[config.mk]
export PLATFORM = sky130hd
export DESIGN_NAME = adder_launch_capture_flat
export DESIGN_NICKNAME = d
export VERILOG_FILES = /design/src/rtl/adder_harness_pkg.sv /design/src/rtl/adder_launch_capture_if.sv /design/src/rtl/adder_result_checker.sv /design/src/rtl/adder_launch_capture.sv /design/src/flat_wrapper.sv
export SDC_FILE = /design/constraint.sdc
export NUM_CORES = 1
export LEC_CHECK = 0
export BUFFER_PORTS_ARGS = -buffer_cell sky130_fd_sc_hd__buf_4
export CAP_MARGIN = 10
export CORE_ASPECT_RATIO = 0.5
export CORE_MARGIN = 2
export CORE_UTILIZATION = 56
export CTS_BUF_LIST = sky130_fd_sc_hd__clkbuf_16
export CTS_CLUSTER_DIAMETER = 80
export CTS_CLUSTER_SIZE = 20
export DETAILED_ROUTE_END_ITERATION = 6
export PLACE_DENSITY = 0.83
export SETUP_SLACK_MARGIN = 0.4
export SYNTH_ARGS = -nofsm -noshare
export SYNTH_HDL_FRONTEND = slang
export SYNTH_SLANG_ARGS = --single-unit
[constraint.sdc]
create_clock -name i_clk -period 5 [get_ports i_clk]
set_input_delay 1 -clock i_clk [delete_from_list [all_inputs] [get_ports i_clk]]
set_output_delay 1 -clock i_clk [all_outputs]
set_load 0.05 [all_outputs]
[src/rtl/adder_harness_pkg.sv]
// Shared definitions for the adder launch/capture harness.
//   state_e          : harness FSM states
//   DEF_*            : default parameter values
//   cnt_width()      : settle counter width for a given settle window
package adder_harness_pkg;

    typedef enum logic [1:0] {
        IDLE   = 2'd0,
        SETTLE = 2'd1,
        OUT    = 2'd2
    } state_e;

    localparam int unsigned DEF_WIDTH         = 9;
    localparam int unsigned DEF_SETTLE_CYCLES = 2;
    localparam int unsigned DEF_ERR_W         = 16;

    function automatic int unsigned cnt_width(input int unsigned settle);
        return $clog2(settle + 1);
    endfunction

endpackage

[src/rtl/adder_launch_capture_if.sv]
// Handshake and adder-facing bus of the launch/capture harness.
//   upstream   : i_op_a, i_op_b, i_valid, o_ready
//   adder      : o_add_term1, o_add_term2 (to adder), i_sum, i_cout (from adder)
//   downstream : o_sum, o_cout, o_mismatch, o_valid, i_ready
// slave is the harness view; master is the environment (source/sink/adder) view.
interface adder_launch_capture_if
    import adder_harness_pkg::*;
#(
    parameter int unsigned WIDTH = DEF_WIDTH
);
    logic [WIDTH-1:0] i_op_a;
    logic [WIDTH-1:0] i_op_b;
    logic             i_valid;
    logic             o_ready;

    logic [WIDTH-1:0] o_add_term1;
    logic [WIDTH-1:0] o_add_term2;
    logic [WIDTH-1:0] i_sum;
    logic             i_cout;

    logic [WIDTH-1:0] o_sum;
    logic             o_cout;
    logic             o_mismatch;
    logic             o_valid;
    logic             i_ready;

    modport slave (
        input  i_op_a, i_op_b, i_valid, i_sum, i_cout, i_ready,
        output o_ready, o_add_term1, o_add_term2, o_sum, o_cout, o_mismatch, o_valid
    );

    modport master (
        output i_op_a, i_op_b, i_valid, i_sum, i_cout, i_ready,
        input  o_ready, o_add_term1, o_add_term2, o_sum, o_cout, o_mismatch, o_valid
    );

endinterface

[src/rtl/adder_result_checker.sv]
// Combinational adder result checker.
//   i_a, i_b   : operands presented to the adder
//   i_sum      : adder sum
//   i_cout     : adder carry-out
//   o_mismatch : {i_cout,i_sum} differs from the (WIDTH+1)-bit sum i_a+i_b
module adder_result_checker
    import adder_harness_pkg::*;
#(
    parameter int unsigned WIDTH = DEF_WIDTH
) (
    input  logic [WIDTH-1:0] i_a,
    input  logic [WIDTH-1:0] i_b,
    input  logic [WIDTH-1:0] i_sum,
    input  logic             i_cout,
    output logic             o_mismatch
);

    logic [WIDTH:0] ref_sum;

    always_comb begin
        ref_sum    = {1'b0, i_a} + {1'b0, i_b};
        o_mismatch = ({i_cout, i_sum} != ref_sum);
    end

endmodule

[src/rtl/adder_launch_capture.sv]
// Launch/capture harness around a gate-level adder macro.
// Registers an operand pair onto the adder terms, waits SETTLE_CYCLES edges,
// captures sum/cout with a mismatch flag and presents them downstream.
//   i_clk, i_rst : clock, async active-high reset
//   bus          : upstream handshake, adder terms/results, downstream handshake
//   i_clr_err    : synchronous clear of the mismatch counter (wins over increment)
//   o_err_count  : saturating mismatch count
module adder_launch_capture
    import adder_harness_pkg::*;
#(
    parameter int unsigned WIDTH         = DEF_WIDTH,
    parameter int unsigned SETTLE_CYCLES = DEF_SETTLE_CYCLES,
    parameter int unsigned ERR_W         = DEF_ERR_W
) (
    input  logic                   i_clk,
    input  logic                   i_rst,
    adder_launch_capture_if.slave  bus,
    input  logic                   i_clr_err,
    output logic [ERR_W-1:0]       o_err_count
);

    localparam int unsigned CNT_W = cnt_width(SETTLE_CYCLES);

    state_e            state_q, state_d;
    logic [CNT_W-1:0]  cnt_q, cnt_d;
    logic [WIDTH-1:0]  term1_q, term1_d;
    logic [WIDTH-1:0]  term2_q, term2_d;
    logic [WIDTH-1:0]  sum_q, sum_d;
    logic              cout_q, cout_d;
    logic              mis_q, mis_d;
    logic [ERR_W-1:0]  err_q, err_d;

    logic              ready;
    logic              accept;
    logic              capture;
    logic              mis_w;

    adder_result_checker #(
        .WIDTH (WIDTH)
    ) u_checker (
        .i_a        (term1_q),
        .i_b        (term2_q),
        .i_sum      (bus.i_sum),
        .i_cout     (bus.i_cout),
        .o_mismatch (mis_w)
    );

    always_ff @(posedge i_clk or posedge i_rst) begin
        if (i_rst) begin
            state_q <= IDLE;
            cnt_q   <= '0;
            term1_q <= '0;
            term2_q <= '0;
            sum_q   <= '0;
            cout_q  <= 1'b0;
            mis_q   <= 1'b0;
            err_q   <= '0;
        end else begin
            state_q <= state_d;
            cnt_q   <= cnt_d;
            term1_q <= term1_d;
            term2_q <= term2_d;
            sum_q   <= sum_d;
            cout_q  <= cout_d;
            mis_q   <= mis_d;
            err_q   <= err_d;
        end
    end

    always_comb begin
        state_d = state_q;
        cnt_d   = cnt_q;
        term1_d = term1_q;
        term2_d = term2_q;
        sum_d   = sum_q;
        cout_d  = cout_q;
        mis_d   = mis_q;
        err_d   = err_q;
        ready   = 1'b0;

        unique case (state_q)
            IDLE:    ready = 1'b1;
            SETTLE:  ready = 1'b0;
            OUT:     ready = bus.i_ready;
            default: ready = 1'b0;
        endcase

        accept  = bus.i_valid && ready;
        // Counter reaching 1 marks the edge SETTLE_CYCLES after launch.
        capture = (state_q == SETTLE) && (cnt_q == CNT_W'(1));

        unique case (state_q)
            IDLE: begin
                if (accept) state_d = SETTLE;
            end
            SETTLE: begin
                cnt_d = cnt_q - CNT_W'(1);
                if (capture) state_d = OUT;
            end
            OUT: begin
                // Back-to-back: a new pair can be accepted on the same edge
                // the current result is consumed.
                if (bus.i_ready) state_d = accept ? SETTLE : IDLE;
            end
            default: state_d = IDLE;
        endcase

        if (accept) begin
            term1_d = bus.i_op_a;
            term2_d = bus.i_op_b;
            cnt_d   = CNT_W'(SETTLE_CYCLES);
        end

        if (capture) begin
            sum_d  = bus.i_sum;
            cout_d = bus.i_cout;
            mis_d  = mis_w;
        end

        if (i_clr_err) begin
            err_d = '0;
        end else if (capture && mis_w && (err_q != '1)) begin
            err_d = err_q + ERR_W'(1);
        end
    end

    assign bus.o_ready     = ready;
    assign bus.o_valid     = (state_q == OUT);
    assign bus.o_add_term1 = term1_q;
    assign bus.o_add_term2 = term2_q;
    assign bus.o_sum       = sum_q;
    assign bus.o_cout      = cout_q;
    assign bus.o_mismatch  = mis_q;
    assign o_err_count     = err_q;

endmodule

[src/flat_wrapper.sv]
// flat-port wrapper written by rule: the top's interface ports become plain ports
module adder_launch_capture_flat import adder_harness_pkg::*;
#(
    parameter int unsigned WIDTH         = DEF_WIDTH,
    parameter int unsigned SETTLE_CYCLES = DEF_SETTLE_CYCLES,
    parameter int unsigned ERR_W         = DEF_ERR_W
)
  (i_clk, i_rst, i_clr_err, o_err_count, bus_i_op_a, bus_i_op_b, bus_i_valid, bus_i_sum, bus_i_cout, bus_i_ready, bus_o_ready, bus_o_add_term1, bus_o_add_term2, bus_o_sum, bus_o_cout, bus_o_mismatch, bus_o_valid);
  adder_launch_capture_if #(.WIDTH(WIDTH)) bus_i ();
  input  logic i_clk;
  input  logic i_rst;
  input  logic i_clr_err;
  output logic [ERR_W-1:0] o_err_count;
  input wire logic [$bits(bus_i.i_op_a)-1:0] bus_i_op_a;
  input wire logic [$bits(bus_i.i_op_b)-1:0] bus_i_op_b;
  input wire logic [$bits(bus_i.i_valid)-1:0] bus_i_valid;
  input wire logic [$bits(bus_i.i_sum)-1:0] bus_i_sum;
  input wire logic [$bits(bus_i.i_cout)-1:0] bus_i_cout;
  input wire logic [$bits(bus_i.i_ready)-1:0] bus_i_ready;
  output wire logic [$bits(bus_i.o_ready)-1:0] bus_o_ready;
  output wire logic [$bits(bus_i.o_add_term1)-1:0] bus_o_add_term1;
  output wire logic [$bits(bus_i.o_add_term2)-1:0] bus_o_add_term2;
  output wire logic [$bits(bus_i.o_sum)-1:0] bus_o_sum;
  output wire logic [$bits(bus_i.o_cout)-1:0] bus_o_cout;
  output wire logic [$bits(bus_i.o_mismatch)-1:0] bus_o_mismatch;
  output wire logic [$bits(bus_i.o_valid)-1:0] bus_o_valid;
  assign bus_i.i_op_a = bus_i_op_a;
  assign bus_i.i_op_b = bus_i_op_b;
  assign bus_i.i_valid = bus_i_valid;
  assign bus_i.i_sum = bus_i_sum;
  assign bus_i.i_cout = bus_i_cout;
  assign bus_i.i_ready = bus_i_ready;
  assign bus_o_ready = bus_i.o_ready;
  assign bus_o_add_term1 = bus_i.o_add_term1;
  assign bus_o_add_term2 = bus_i.o_add_term2;
  assign bus_o_sum = bus_i.o_sum;
  assign bus_o_cout = bus_i.o_cout;
  assign bus_o_mismatch = bus_i.o_mismatch;
  assign bus_o_valid = bus_i.o_valid;
  adder_launch_capture #(.WIDTH(WIDTH), .SETTLE_CYCLES(SETTLE_CYCLES), .ERR_W(ERR_W)) u_core (.i_clk(i_clk), .i_rst(i_rst), .bus(bus_i), .i_clr_err(i_clr_err), .o_err_count(o_err_count));
endmodule
# Word level (Yosys, flattened, before mapping)
# Index checks and enable logic that the tools add are counted.
[word_totals]
regBits = 49
input_bits = 33
output_inout_bits = 47
word_cells = 37
[op_classes]
add_sub_neg = 3
n_eq_ne = 8
mux = 10
reduce_logical = 8
[op_table]
columns = ["cell", "n"]
rows = [
  ["16-bit 2-to-1 mux", 2],
  ["16-bit by 1-bit adder with 16-bit output, second input constant", 1],
  ["16-bit inequality test, second input constant", 1],
  ["9-bit by 9-bit adder with 10-bit output", 1],
  ["2-bit 2-to-1 mux", 5],
  ["10-bit inequality test", 1],
  ["2-bit case mux with 3 select lines", 1],
  ["2-bit by 1-bit == test with 1-bit output, second input constant", 2],
  ["1-bit logical AND", 4],
  ["2-bit by 1-bit inequality test with 1-bit output, second input constant", 2],
  ["2-bit nonzero test", 2],
  ["3-bit AND reduction", 1],
  ["2-bit == test, second input constant", 1],
  ["2-bit logical NOT", 1],
  ["2-bit inequality test, second input constant", 1],
  ["1-bit case mux with 2 select lines", 1],
  ["2-bit by 1-bit subtractor with 2-bit output, second input constant", 1],
  ["1-bit 2-to-1 mux", 1],
]

# Longest topological paths before layout
[depth]
ltp_word = 6
depth_mapped = 12

# Cells and area by module
# Synthesis repeated with hierarchy kept, for this count alone.
[unflattened]
cells_unflattened = 242
hier_area_um2 = 2668.8
[by_module_without_submodules]
columns = ["mod", "instances", "cells_each", "area_per_inst_um2", "seq_area_each_um2"]
rows = [
  ["adder_launch_capture", 1, 178, 2170.8, 1226.2],
  ["adder_result_checker", 1, 64, 498.0, 0.0],
]

# Least setup slack after synthesis
# OpenSTA, ideal clock, no wires.
[synth_path]
path_kind = "reg-to-reg"
start = "register u_core.term1_q[0], in the netlist u_core.bus.o_add_term1[0]"
end = "register u_core.err_q[4], in the netlist u_core.o_err_count[4]"
arrival_ps = 2946
t_required_ps = 4875
slack_ps = 1929
path_stages_with_launch = 11
n_path_buf = 0
period_less_slack_ps = 3071
path_cell_list = "dfrtp_1 ha_1 fa_1 xnor2_1 nand2_1 nor4_2 o2111ai_1 a211o_1 o211a_1 and3_4 mux2_4"
[synth_via]
elab_chain_len = 5
[synth_lines]
columns = ["item", "line", "text"]
rows = [
  ["start: declaration", "adder_launch_capture.sv:26", "logic [WIDTH-1:0] term1_q, term1_d;"],
  ["start signal: assignment", "adder_launch_capture.sv:61", "term1_q <= term1_d;"],
  ["9-bit by 9-bit adder with 10-bit output", "adder_result_checker.sv:21", "ref_sum = {1'b0, i_a} + {1'b0, i_b};"],
  ["10-bit inequality test", "adder_result_checker.sv:22", "o_mismatch = ({i_cout, i_sum} != ref_sum);"],
  ["1-bit logical AND (2 in a row)", "adder_launch_capture.sv:122", "end else if (capture && mis_w && (err_q != '1)) begin"],
  ["2-bit nonzero test (no source line)", "--", ""],
  ["end signal: assignment", "adder_launch_capture.sv:66", "err_q <= err_d;"],
  ["end: declaration", "adder_launch_capture.sv:31", "logic [ERR_W-1:0] err_q, err_d;"],
]
# Every way passes these cells.
# A chain may end at the register's enable or synchronous reset.

# Final worst setup path
[layout_path]
start = "register u_core.term2_q[0], in the netlist u_core.bus.o_add_term2[0]"
end = "register u_core.err_q[0], in the netlist u_core.o_err_count[0]"
[layout_via]
elab_chain_len = 5
[layout_lines]
columns = ["item", "line", "text"]
rows = [
  ["start: declaration", "adder_launch_capture.sv:27", "logic [WIDTH-1:0] term2_q, term2_d;"],
  ["start signal: assignment", "adder_launch_capture.sv:62", "term2_q <= term2_d;"],
  ["9-bit by 9-bit adder with 10-bit output", "adder_result_checker.sv:21", ""],
  ["10-bit inequality test", "adder_result_checker.sv:22", ""],
  ["1-bit logical AND (2 in a row)", "adder_launch_capture.sv:122", ""],
  ["2-bit nonzero test (no source line)", "--", ""],
]
# Every way passes these cells.

==> flow_summary.json <==
{
  "path_class": "flip-flop to flip-flop",
  "crit_arrival_ns": 3.35,
  "p_leak_nw": 1.60,
  "swShare_pct": 48.3,
  "synth_area_um2": 2760,
  "cts_max_path_buffers": 2,
  "synth_edf_count": 0,
  "power_mw": 2.64,
  "peakVddDrop_mv": 0.391,
  "vias_per_cell": 5.63,
  "drive_above_1_share_pct": 40.6,
  "syn_inst": 246,
  "fillers": 312,
  "setup_viol_count_final": 0,
  "finalHoldViolCount": 0,
  "rsz0062_at_grt": "false",
  "cts_hold_buf": 0,
  "area_growth_pct": 27.0,
  "max_slew_margin_pct": 31.6,
  "hp-class": "flip-flop to flip-flop",
  "worst_hold_startpoint": "u_core.bus.o_mismatch",
  "max_cap_viol_count": 0,
  "status": "completed",
  "start_util_pct": 60.4,
  "clock-skew-final_ns": 0.00468,
  "post_cts_buffers": 0,
  "r2r_cells": 10,
  "async_flop_share_pct": 100,
  "syn_nets": 291,
  "grt-ovfl-total": 0,
  "pwr-share-seq_pct": 24.3,
  "synth_warnings": 0,
  "grt_pass1_wl_um": 9800,
  "clk_pin_slew_worst_paths_ns": 0.06,
  "post_cts_resize_count": 0,
  "clock_sinks": 49,
  "first_global_vias": 2131,
  "hold_depth": 2,
  "row_count": 17,
  "slew_viol_final": 0,
  "tightestPinTransition_ns": 1.02,
  "highest_layer": "met4",
  "end_kind": "flip-flop",
  "reg2reg_setup_slack_ns": 1.83,
  "finalSetupTns_ns": 0,
  "wl_met2_um": 3060,
  "ant_nets": 0,
  "synth_ff_type": "dfrtp_1",
  "finalNetCount": 367,
  "reg2reg_from": "u_core.bus.o_add_term2[0]",
  "drt-met1-wl_um": 2800,
  "coreArea_um2": 4570,
  "grt_usage_pct": 23.6,
  "cp-start-kind": "flip-flop",
  "antenna_found_initial": 0,
  "grt_max_degree": 50,
  "hpwl_um": 4460,
  "dr_wl_met3_um": 230,
  "yosysSeqAreaShare_pct": 44.4,
  "cp_max_fo": 25,
  "clock_latency_ns": 0.29,
  "first_iter_violations": 65,
  "dieArea_um2": 5550,
  "fin_util_pct": 76.7,
  "ioPinCount": 80,
  "clkPwrFrac_pct": 12.4,
  "avgSynthCellArea_um2": 11.2,
  "portBuffers": 79,
  "p_sw_mw": 1.28,
  "fp.dieH_um": 53.7,
  "multi_input_area_um2": 1450,
  "drt_wl_total_um": 6190,
  "worstPathRequired_ns": 5.18,
  "layout_worst_path_cycle_share_pct": 63.4,
  "max_freq_ghz": 0.316,
  "power_density_nw_per_um2": 753,
  "combPwrFrac_pct": 63.3,
  "yosys_register_bits": 49,
  "num_vias": 2190,
  "diodes": 0,
  "finalWorstSetupSlack_ns": 1.83,
  "cts_tree": "done",
  "period_minus_slack_ns": 3.17,
  "place_ws_ns": 1.79,
  "cts_root_buffer": "clkbuf_16",
  "whs_endpoint": "u_core.bus.o_mismatch",
  "p_int_mw": 1.37,
  "h-tree-depth": 2,
  "die_w_um": 103,
  "synth_cell_types": 49,
  "hold_ws_ns": 0.498,
  "seqCellArea_um2": 1230,
  "first_pass_iters": 4,
  "r2r-end": "u_core.o_err_count[0]",
  "routedWlPerCell_um": 15.9,
  "place.gp.congestion": 0.820,
  "numCtsBuffers": 5,
  "drc": 0
}
[cells in the final DEF (no fill, tap or decap), types with 3 or more instances in the layout]
cell       count
a211oi_1       3
a21o_1         3
a21oi_1       17
and2_1         3
and3_1         6
and3_4         3
buf_4         79
clkbuf_16      5
dfrtp_1       49
ha_1          11
inv_1          4
mux2_2        28
nand2_1       14
nand3_1        9
nand4_1        3
nor2_1         7
nor2b_1        5
o21ai_1        5
o31ai_1        6
or3_1          4
or4_1          7
xnor2_1       10
xor2_1         4
[Yosys cell counts (2+ instances only)]
library cell	instances	area, um2
nand4_1	3	18.8
and4_4	2	22.5
and2_1	3	18.8
nand2b_1	2	12.5
a211oi_1	3	22.5
nor2b_1	5	31.3
o21ai_0	2	10.0
o211ai_1	2	15.0
dfrtp_1	49	1230
a21oi_2	2	17.5
mux2i_1	2	20.0
nor2_1	7	26.3
a21o_1	3	22.5
mux2_2	28	315
a211o_1	2	17.5
o31ai_1	6	45.0
ha_1	11	138
xnor2_1	10	87.6
or3_1	4	25.0
or4_1	7	52.6
nand2_1	14	52.6
nor3_1	2	10.0
clkbuf_1	6	22.5
a21oi_1	17	85.1
o21ai_1	5	25.0
and3_1	6	37.5
nand3_1	9	45.0
and3_4	3	33.8
xor2_1	4	35.0
mux2_4	2	30.0
inv_1	4	15.0
buf_6	4	45.0
[flip-flops by register name (all words and copies together) (netlist names)]
name / flops
u_core.cnt_q: 2
u_core.bus.o_cout: 1
u_core.bus.o_add_term2: 9
u_core.state_q: 2
u_core.bus.o_sum: 9
u_core.bus.o_mismatch: 1
u_core.bus.o_add_term1: 9
u_core.o_err_count: 16
[cells by family (layout without fill, tap and decap cells)]
family                   Yosys count  count (layout)  share of synthesized area (%)
AO/OA/AOI/OAI                     53              53                           13.5
XOR/XNOR                          14              14                           4.44
AND/OR/NAND/NOR                   72              72                           15.7
buffers and inverters             14              91                           2.99
multiplexers                      32              32                           13.2
flip-flops                        49              49                           44.4
adder cells (fa/ha/maj)           12              12                           5.71
[power groups by stage]
stage | registers, mW | logic, mW | clock network [mW]
4_1_cts | 0.642 | 1.67 | 0.333
6_report | 0.643 | 1.67 | 0.328
3_3_place_gp | 0.641 | 1.62 | 0
2_1_floorplan | 1.07 | 0.843 | 0
3_5_place_dp | 0.649 | 1.66 | 0
5_1_grt | 0.661 | 1.78 | 0.348
[layer usage]
layer	global-route usage, %	vias up
li1	-	1065
met1	29.5	1069
met2	42.0	46
met3	4.55	10
met4	8.11	0
met5	0	-
[area by class of cell]
type                            instances  area share (%)
Timing Repair Buffer                   79            16.9
Clock inverter                          3           0.392
Inverter                                4           0.428
Sequential cell                        49            34.9
Multi-Input combinational cell        183            41.4
Clock buffer                            5            3.57
Tap cell                               66            2.35
[worst max-delay path, cell delays in order, from the launching register on]
cell and delay, ns:
dfrtp_1 0.39, ha_1 0.24, fa_1 0.50, xnor2_1 0.11, nand2_1 0.10, nor4_2 0.28, o2111ai_1 0.14, a211o_1 0.37
o21ai_4 0.51, a21oi_2 0.10, mux2_4 0.32
[worst max path at each step]
stage	start	end	cells past startpoint
5_1_grt	u_core.bus.o_add_term2[0]	u_core.o_err_count[0]	10
2_1_floorplan	u_core.bus.o_add_term1[0]	u_core.o_err_count[4]	10
3_3_place_gp	bus_i_sum[0]	u_core.o_err_count[0]	9
3_5_place_dp	bus_i_sum[0]	u_core.o_err_count[0]	9
4_1_cts	u_core.bus.o_add_term2[0]	u_core.o_err_count[0]	10
6_report	u_core.bus.o_add_term2[0]	u_core.o_err_count[0]	10
[through the flow]
| stage | std cells | instance area [um2] |
|---|---|---|
| 6_report | 389 | 3510 |
| 5_1_grt | 389 | 3510 |
| 4_1_cts | 389 | 3510 |
| 3_5_place_dp | 381 | 3370 |
| 3_3_place_gp | 381 | 3370 |
| 2_1_floorplan | 246 | 2760 |
No activity file was read; power rests on OpenSTA's default activity.
